===== src/rtl/multdiv_pkg.sv =====
// Shared types and sizing for the iterative signed multiply/divide engine.
package multdiv_pkg;

  localparam int DATA_W = 32;
  localparam int ITER_N = 32;
  localparam int CNT_W  = 5;

  typedef enum logic [1:0] {
    IDLE = 2'd0,
    MUL  = 2'd1,
    DIV  = 2'd2,
    DONE = 2'd3
  } state_e;

  // Two's-complement magnitude; 0x80000000 maps to itself, read as unsigned 2^31.
  function automatic logic [DATA_W-1:0] mag(input logic [DATA_W-1:0] v);
    mag = v[DATA_W-1] ? (~v + {{(DATA_W-1){1'b0}}, 1'b1}) : v;
  endfunction

endpackage


===== src/rtl/multdiv_iter_cnt.sv =====
// Iteration counter for the multdiv engine: synchronous clear, count enable,
// terminal flag on the last iteration.
module multdiv_iter_cnt
  import multdiv_pkg::*;
(
  input  logic clock,
  input  logic reset_n,
  input  logic clear,
  input  logic enable,
  output logic terminal
);

  logic [CNT_W-1:0] count_r;

  // Iteration count register.
  always_ff @(posedge clock or negedge reset_n) begin
    if (!reset_n) begin
      count_r <= {CNT_W{1'b0}};
    end else if (clear) begin
      count_r <= {CNT_W{1'b0}};
    end else if (enable) begin
      count_r <= count_r + {{(CNT_W-1){1'b0}}, 1'b1};
    end else begin
      count_r <= count_r;
    end
  end

  assign terminal = (count_r == CNT_W'(ITER_N - 1));

endmodule


===== src/rtl/multdiv_engine.sv =====
// Iterative signed 32-bit multiply (shift-add) / divide (restoring) on operand
// magnitudes with sign fix-up at completion. MULTDIV_EARLY_EXC_EN: divide by
// zero completes straight from the capture edge instead of running 32 steps.
module multdiv_engine
  import multdiv_pkg::*;
(
  input  logic              clock,
  input  logic              reset_n,
  input  logic [DATA_W-1:0] data_operandA,
  input  logic [DATA_W-1:0] data_operandB,
  input  logic              ctrl_MULT,
  input  logic              ctrl_DIV,
  output logic [DATA_W-1:0] data_result,
  output logic              data_exception,
  output logic              data_resultRDY
);

  state_e              state_r, state_nx_s;
  logic [2*DATA_W-1:0] work_r, work_nx_s;
  logic [DATA_W-1:0]   opb_r, opb_nx_s;
  logic                neg_r, neg_nx_s;
  logic                dz_r, dz_nx_s;
  logic [DATA_W-1:0]   result_r, result_nx_s;
  logic                exc_r, exc_nx_s;
  logic                rdy_r, rdy_nx_s;
  logic                cnt_clr_s, cnt_en_s, cnt_tc_s;

  logic [DATA_W:0]     step_sum_s;
  logic [2*DATA_W-1:0] mul_step_s, prod_s;
  logic                mul_ovf_s;
  logic [DATA_W:0]     rem_sh_s;
  logic                rem_ge_s;
  logic [DATA_W-1:0]   rem_sub_s;
  logic [2*DATA_W-1:0] div_step_s;
  logic [DATA_W-1:0]   quo_s;

  multdiv_iter_cnt u_iter_cnt (
    .clock    (clock),
    .reset_n  (reset_n),
    .clear    (cnt_clr_s),
    .enable   (cnt_en_s),
    .terminal (cnt_tc_s)
  );

  // work_r holds {partial product, multiplier} for MUL and {remainder, dividend/quotient} for DIV.
  assign step_sum_s = {1'b0, work_r[2*DATA_W-1:DATA_W]} + (work_r[0] ? {1'b0, opb_r} : {(DATA_W+1){1'b0}});
  assign mul_step_s = {step_sum_s, work_r[DATA_W-1:1]};
  assign prod_s     = neg_r ? (~mul_step_s + {{(2*DATA_W-1){1'b0}}, 1'b1}) : mul_step_s;
  assign mul_ovf_s  = (prod_s[2*DATA_W-1:DATA_W] != {DATA_W{prod_s[DATA_W-1]}});

  assign rem_sh_s   = work_r[2*DATA_W-1:DATA_W-1];
  assign rem_ge_s   = (rem_sh_s >= {1'b0, opb_r});
  assign rem_sub_s  = rem_sh_s[DATA_W-1:0] - opb_r;
  assign div_step_s = rem_ge_s ? {rem_sub_s, work_r[DATA_W-2:0], 1'b1}
                               : {rem_sh_s[DATA_W-1:0], work_r[DATA_W-2:0], 1'b0};
  assign quo_s      = neg_r ? (~div_step_s[DATA_W-1:0] + {{(DATA_W-1){1'b0}}, 1'b1})
                            : div_step_s[DATA_W-1:0];

  // Next-state, datapath step and completion result selection.
  always_comb begin
    state_nx_s  = state_r;
    work_nx_s   = work_r;
    opb_nx_s    = opb_r;
    neg_nx_s    = neg_r;
    dz_nx_s     = dz_r;
    result_nx_s = result_r;
    exc_nx_s    = exc_r;
    rdy_nx_s    = 1'b0;
    cnt_clr_s   = 1'b0;
    cnt_en_s    = 1'b0;
    if (ctrl_MULT) begin
      state_nx_s = MUL;
      work_nx_s  = {{DATA_W{1'b0}}, mag(data_operandB)};
      opb_nx_s   = mag(data_operandA);
      neg_nx_s   = data_operandA[DATA_W-1] ^ data_operandB[DATA_W-1];
      dz_nx_s    = 1'b0;
      cnt_clr_s  = 1'b1;
    end else if (ctrl_DIV) begin
      state_nx_s = DIV;
      work_nx_s  = {{DATA_W{1'b0}}, mag(data_operandA)};
      opb_nx_s   = mag(data_operandB);
      neg_nx_s   = data_operandA[DATA_W-1] ^ data_operandB[DATA_W-1];
      dz_nx_s    = (data_operandB == {DATA_W{1'b0}});
      cnt_clr_s  = 1'b1;
`ifdef MULTDIV_EARLY_EXC_EN
      if (data_operandB == {DATA_W{1'b0}}) begin
        state_nx_s  = DONE;
        result_nx_s = {DATA_W{1'b0}};
        exc_nx_s    = 1'b1;
        rdy_nx_s    = 1'b1;
      end else begin
        state_nx_s  = DIV;
      end
`endif
    end else begin
      case (state_r)
        MUL: begin
          cnt_en_s  = 1'b1;
          work_nx_s = mul_step_s;
          if (cnt_tc_s) begin
            state_nx_s  = DONE;
            result_nx_s = prod_s[DATA_W-1:0];
            exc_nx_s    = mul_ovf_s;
            rdy_nx_s    = 1'b1;
          end else begin
            state_nx_s  = MUL;
          end
        end
        DIV: begin
          cnt_en_s  = 1'b1;
          work_nx_s = div_step_s;
          if (cnt_tc_s) begin
            state_nx_s  = DONE;
            // Only |0x80000000| / 1 with matching signs yields a positive 2^31.
            result_nx_s = dz_r ? {DATA_W{1'b0}} : quo_s;
            exc_nx_s    = dz_r | (~neg_r & div_step_s[DATA_W-1]);
            rdy_nx_s    = 1'b1;
          end else begin
            state_nx_s  = DIV;
          end
        end
        DONE:    state_nx_s = IDLE;
        default: state_nx_s = IDLE;
      endcase
    end
  end

  // State and registered outputs.
  always_ff @(posedge clock or negedge reset_n) begin
    if (!reset_n) begin
      state_r  <= IDLE;
      work_r   <= {(2*DATA_W){1'b0}};
      opb_r    <= {DATA_W{1'b0}};
      neg_r    <= 1'b0;
      dz_r     <= 1'b0;
      result_r <= {DATA_W{1'b0}};
      exc_r    <= 1'b0;
      rdy_r    <= 1'b0;
    end else begin
      state_r  <= state_nx_s;
      work_r   <= work_nx_s;
      opb_r    <= opb_nx_s;
      neg_r    <= neg_nx_s;
      dz_r     <= dz_nx_s;
      result_r <= result_nx_s;
      exc_r    <= exc_nx_s;
      rdy_r    <= rdy_nx_s;
    end
  end

  assign data_result    = result_r;
  assign data_exception = exc_r;
  assign data_resultRDY = rdy_r;

endmodule


===== config.mk =====
export PLATFORM = sky130hd
export DESIGN_NAME = multdiv_engine
export DESIGN_NICKNAME = d
export VERILOG_FILES = /design/src/rtl/multdiv_pkg.sv /design/src/rtl/multdiv_iter_cnt.sv /design/src/rtl/multdiv_engine.sv
export SDC_FILE = /design/constraint.sdc
export NUM_CORES = 1
export LEC_CHECK = 0
export ABC_AREA = 1
export CAP_MARGIN = 20
export CORE_AREA = 2 2 192 194
export DETAILED_ROUTE_END_ITERATION = 6
export DIE_AREA = 0 0 194 196
export GPL_TIMING_DRIVEN = 1
export PLACE_DENSITY_LB_ADDON = 0.15
export SETUP_SLACK_MARGIN = 0.4
export SYNTH_ARGS = -nofsm -noshare
export SYNTH_HDL_FRONTEND = slang
export SYNTH_SLANG_ARGS = --single-unit

===== constraint.sdc =====
create_clock -name clock -period 4.9 [get_ports clock]
set_input_delay 0.98 -clock clock [delete_from_list [all_inputs] [get_ports clock]]
set_output_delay 0.98 -clock clock [all_outputs]
set_load 0.005 [all_outputs]

==> impl_metrics.env <==
export IMPL_yosys_most_used_dff="dfrtp_1"
export IMPL_post_cts_setup_buffers=0
export IMPL_grt_max_degree=94
export IMPL_period_minus_slack_ns=4.016
export IMPL_regArea_um2=3480
export IMPL_final_cell_mix="728 x nand2_1, 378 x inv_1, 282 x nor2_1"
export IMPL_gr_total_overflow=0
export IMPL_ys_seq_area_frac=0.2181
export IMPL_async_flop_share=1.000
export IMPL_ys_warn_count=0
export IMPL_cts_repair_resized=0
export IMPL_hold_class="flop to flop"
export IMPL_drv_slew=0
export IMPL_cts_buffer_depth=2
export IMPL_start_kind="flop"
export IMPL_layout_commonest_cell="nand2_1"
export IMPL_path_class="flop to flop"
export IMPL_violations="DRC"
export IMPL_dp_hpwl_mm=55.36
export IMPL_fillers=3826
export IMPL_clock_sinks=139
export IMPL_io_buffers=101
export IMPL_wl_per_cell_um=21.39
export IMPL_dr_first_iter_drc_count=1604
export IMPL_core_area_um2=36080
export IMPL_grtUsageTotal=0.3603
export IMPL_synth_area_um2=15950
export IMPL_drt_antenna_violating_nets=0
export IMPL_syn_inst=2666
export IMPL_drive_gt1_frac=0.05373
export IMPL_hold_viol_final=0
export IMPL_remaining_drc_errors=2
export IMPL_setup_viol=0
export IMPL_cp_max_fo=32
export IMPL_synth_edf_count=0
export IMPL_routed_wl_mm=68.55
export IMPL_die_area_um2=38020
export IMPL_multiInputGateArea_um2=10640
export IMPL_period_share=0.8196
export IMPL_first_global_vias=17890
export IMPL_clkTransAtPathRegs_ns=0.08
export IMPL_antenna_cells=0
export IMPL_slew_headroom=0.3041
export IMPL_reg2reg_from="work_r[0]$_DFFE_PN0P_"
export IMPL_crit_arrival_ns=4.38
export IMPL_cts_made_buffers=17
export IMPL_start_util=0.4419
export IMPL_end_kind="flop"
export IMPL_synth_lib_cells_used_distinct=53
export IMPL_powerDensity_nw_per_um2=276.5
export IMPL_worst_hold_slack_ns=0.4842
export IMPL_clk_latency_ns=0.47
export IMPL_synth_seq_cells=139
export IMPL_syn_nets=2808
export IMPL_top_level_ports=102
export IMPL_skew_ns=0.01695
export IMPL_place_congestion=0.9980
export IMPL_rsz0062_at_grt="false"
export IMPL_area_growth_pct=12.91
export IMPL_drv_cap=0
export IMPL_first_pass_iters=7
export IMPL_htree_levels=4
export IMPL_tns_ns=0
export IMPL_p_leak_nw=9.217
export IMPL_tightest_slew_ns=1.044
export IMPL_ir_worst_vdd_uv=285.9
export IMPL_max_freq_mhz=249.0
export IMPL_tritoncts="built"
export IMPL_nets=2865
export IMPL_die_h_um=196
export IMPL_hold_start="data_result[8]$_DFFE_PN0P_"
export IMPL_die_x_um=194
export IMPL_grt_pass1_wl_mm=105.2
export IMPL_avgSynthCellArea_um2=5.981
export IMPL_status="complete, but fails checks"
export IMPL_holdBufCountCts=0
export IMPL_rows=70
export IMPL_viasPerCell=5.745
export IMPL_cts_root_buf="clkbuf_16"
export IMPL_crit_path_start="work_r[0]$_DFFE_PN0P_"
export IMPL_cp_required_ns=5.26
export IMPL_via_count=18410
export IMPL_antenna_found_initial=0
==> logic make-up (layout without fill, tap and decap cells) <==
logic type / Yosys count / count (layout) / share of synthesized area
AO/OA/AOI/OAI: 525 / 525 / 0.1961
XOR/XNOR: 95 / 95 / 0.05218
adder cells (fa/ha/maj): 74 / 74 / 0.05900
buffers and inverters: 483 / 553 / 0.1153
flip-flops: 139 / 139 / 0.2181
AND/OR/NAND/NOR: 1350 / 1350 / 0.3594
==> Yosys cell counts, types with 31 or more instances <==
cell type / instances / area share
nand3_1: 173 / 0.054
xor2_1: 64 / 0.035
nand2_1: 728 / 0.17
a21oi_1: 152 / 0.048
ha_1: 72 / 0.056
dfrtp_1: 139 / 0.22
o21ai_0: 183 / 0.057
nor3_1: 46 / 0.014
nor2_1: 284 / 0.067
xnor2_1: 31 / 0.017
inv_1: 379 / 0.089
clkbuf_1: 69 / 0.016
o211ai_1: 41 / 0.019
==> where the power goes <==
part / internal, mW / switching (mW)
logic: 0.649 / 1.53
registers: 1.24 / 0.190
clock network: 0.695 / 0.673
total: 2.59 / 2.39
==> worst paths after layout <==
kind / endpoint / slack (ns) / depth (start not counted)
setup / recovery: data_exception$_DFFE_PN0P_ / 0.88 / 23
min in group asynchronous: u_iter_cnt.count_r[1]$_DFFE_PN0P_ / 0.59 / 1
setup reg to reg: data_exception$_DFFE_PN0P_ / 0.88 / 23
max in group asynchronous: opb_r[21]$_DFFE_PN0N_ / 3.29 / 2
hold / removal: data_result[8]$_DFFE_PN0P_ / 0.48 / 2
hold reg to reg: data_result[8]$_DFFE_PN0P_ / 0.48 / 2
==> final cells by class <==
type | count | area share
Clock buffer | 17 | 0.02363
Clock inverter | 15 | 0.01077
Inverter | 395 | 0.08235
Multi-Input combinational cell | 2044 | 0.5911
Sequential cell | 139 | 0.1933
Tap cell | 468 | 0.03252
Timing Repair Buffer | 126 | 0.06637
==> sequential cells by signal (all words and copies together) (netlist names) <==
| register | flops |
|---|---|
| opb_r | 32 |
| neg_r | 1 |
| u_iter_cnt.count_r | 5 |
| work_r | 64 |
| data_resultRDY | 1 |
| state_r | 2 |
| dz_r | 1 |
| data_exception | 1 |
| data_result | 32 |
==> metrics by stage <==
stage,util,worst slack (ns),std cells,power [mW],area [um2]
2_1_floorplan,-,1.616,2666,2.794,15950
3_3_place_gp,0.4818,0.9086,3172,3.562,17390
3_5_place_dp,0.4818,0.8873,3172,3.570,17390
4_1_cts,0.4990,0.9796,3204,4.943,18000
5_1_grt,0.4990,0.5119,3204,5.263,18000
6_report,0.4990,0.8839,3204,4.979,18000
==> worst max-delay path, stage by stage (launching register included) <==
cell and delay, ns:
dfrtp_1 0.40, buf_4 0.25, nand2_1 0.09, inv_1 0.04, ha_1 0.46, nand2_1 0.19
inv_1 0.10, nand3_1 0.20, nor3_1 0.57, nand3_1 0.18, nand3_1 0.13, nand2_1 0.16
nor2_1 0.24, nand3_1 0.11, nand2_1 0.10, nand4_1 0.08, nand2_1 0.11, nand2_1 0.07
o21ai_1 0.08, nand2_1 0.07, nor2_1 0.10, nand2_1 0.06, nand2_1 0.06, nand2_1 0.05
==> per-layer routing <==
layer,vias to the layer above,global-route usage,wire length (um)
li1,8866,-,-
met1,8596,0.4226,27070
met2,761,0.6275,32820
met3,184,0.04143,3851
met4,0,0.2287,4807
met5,-,0,0
Note: power is estimated with default switching activity, not from simulation.
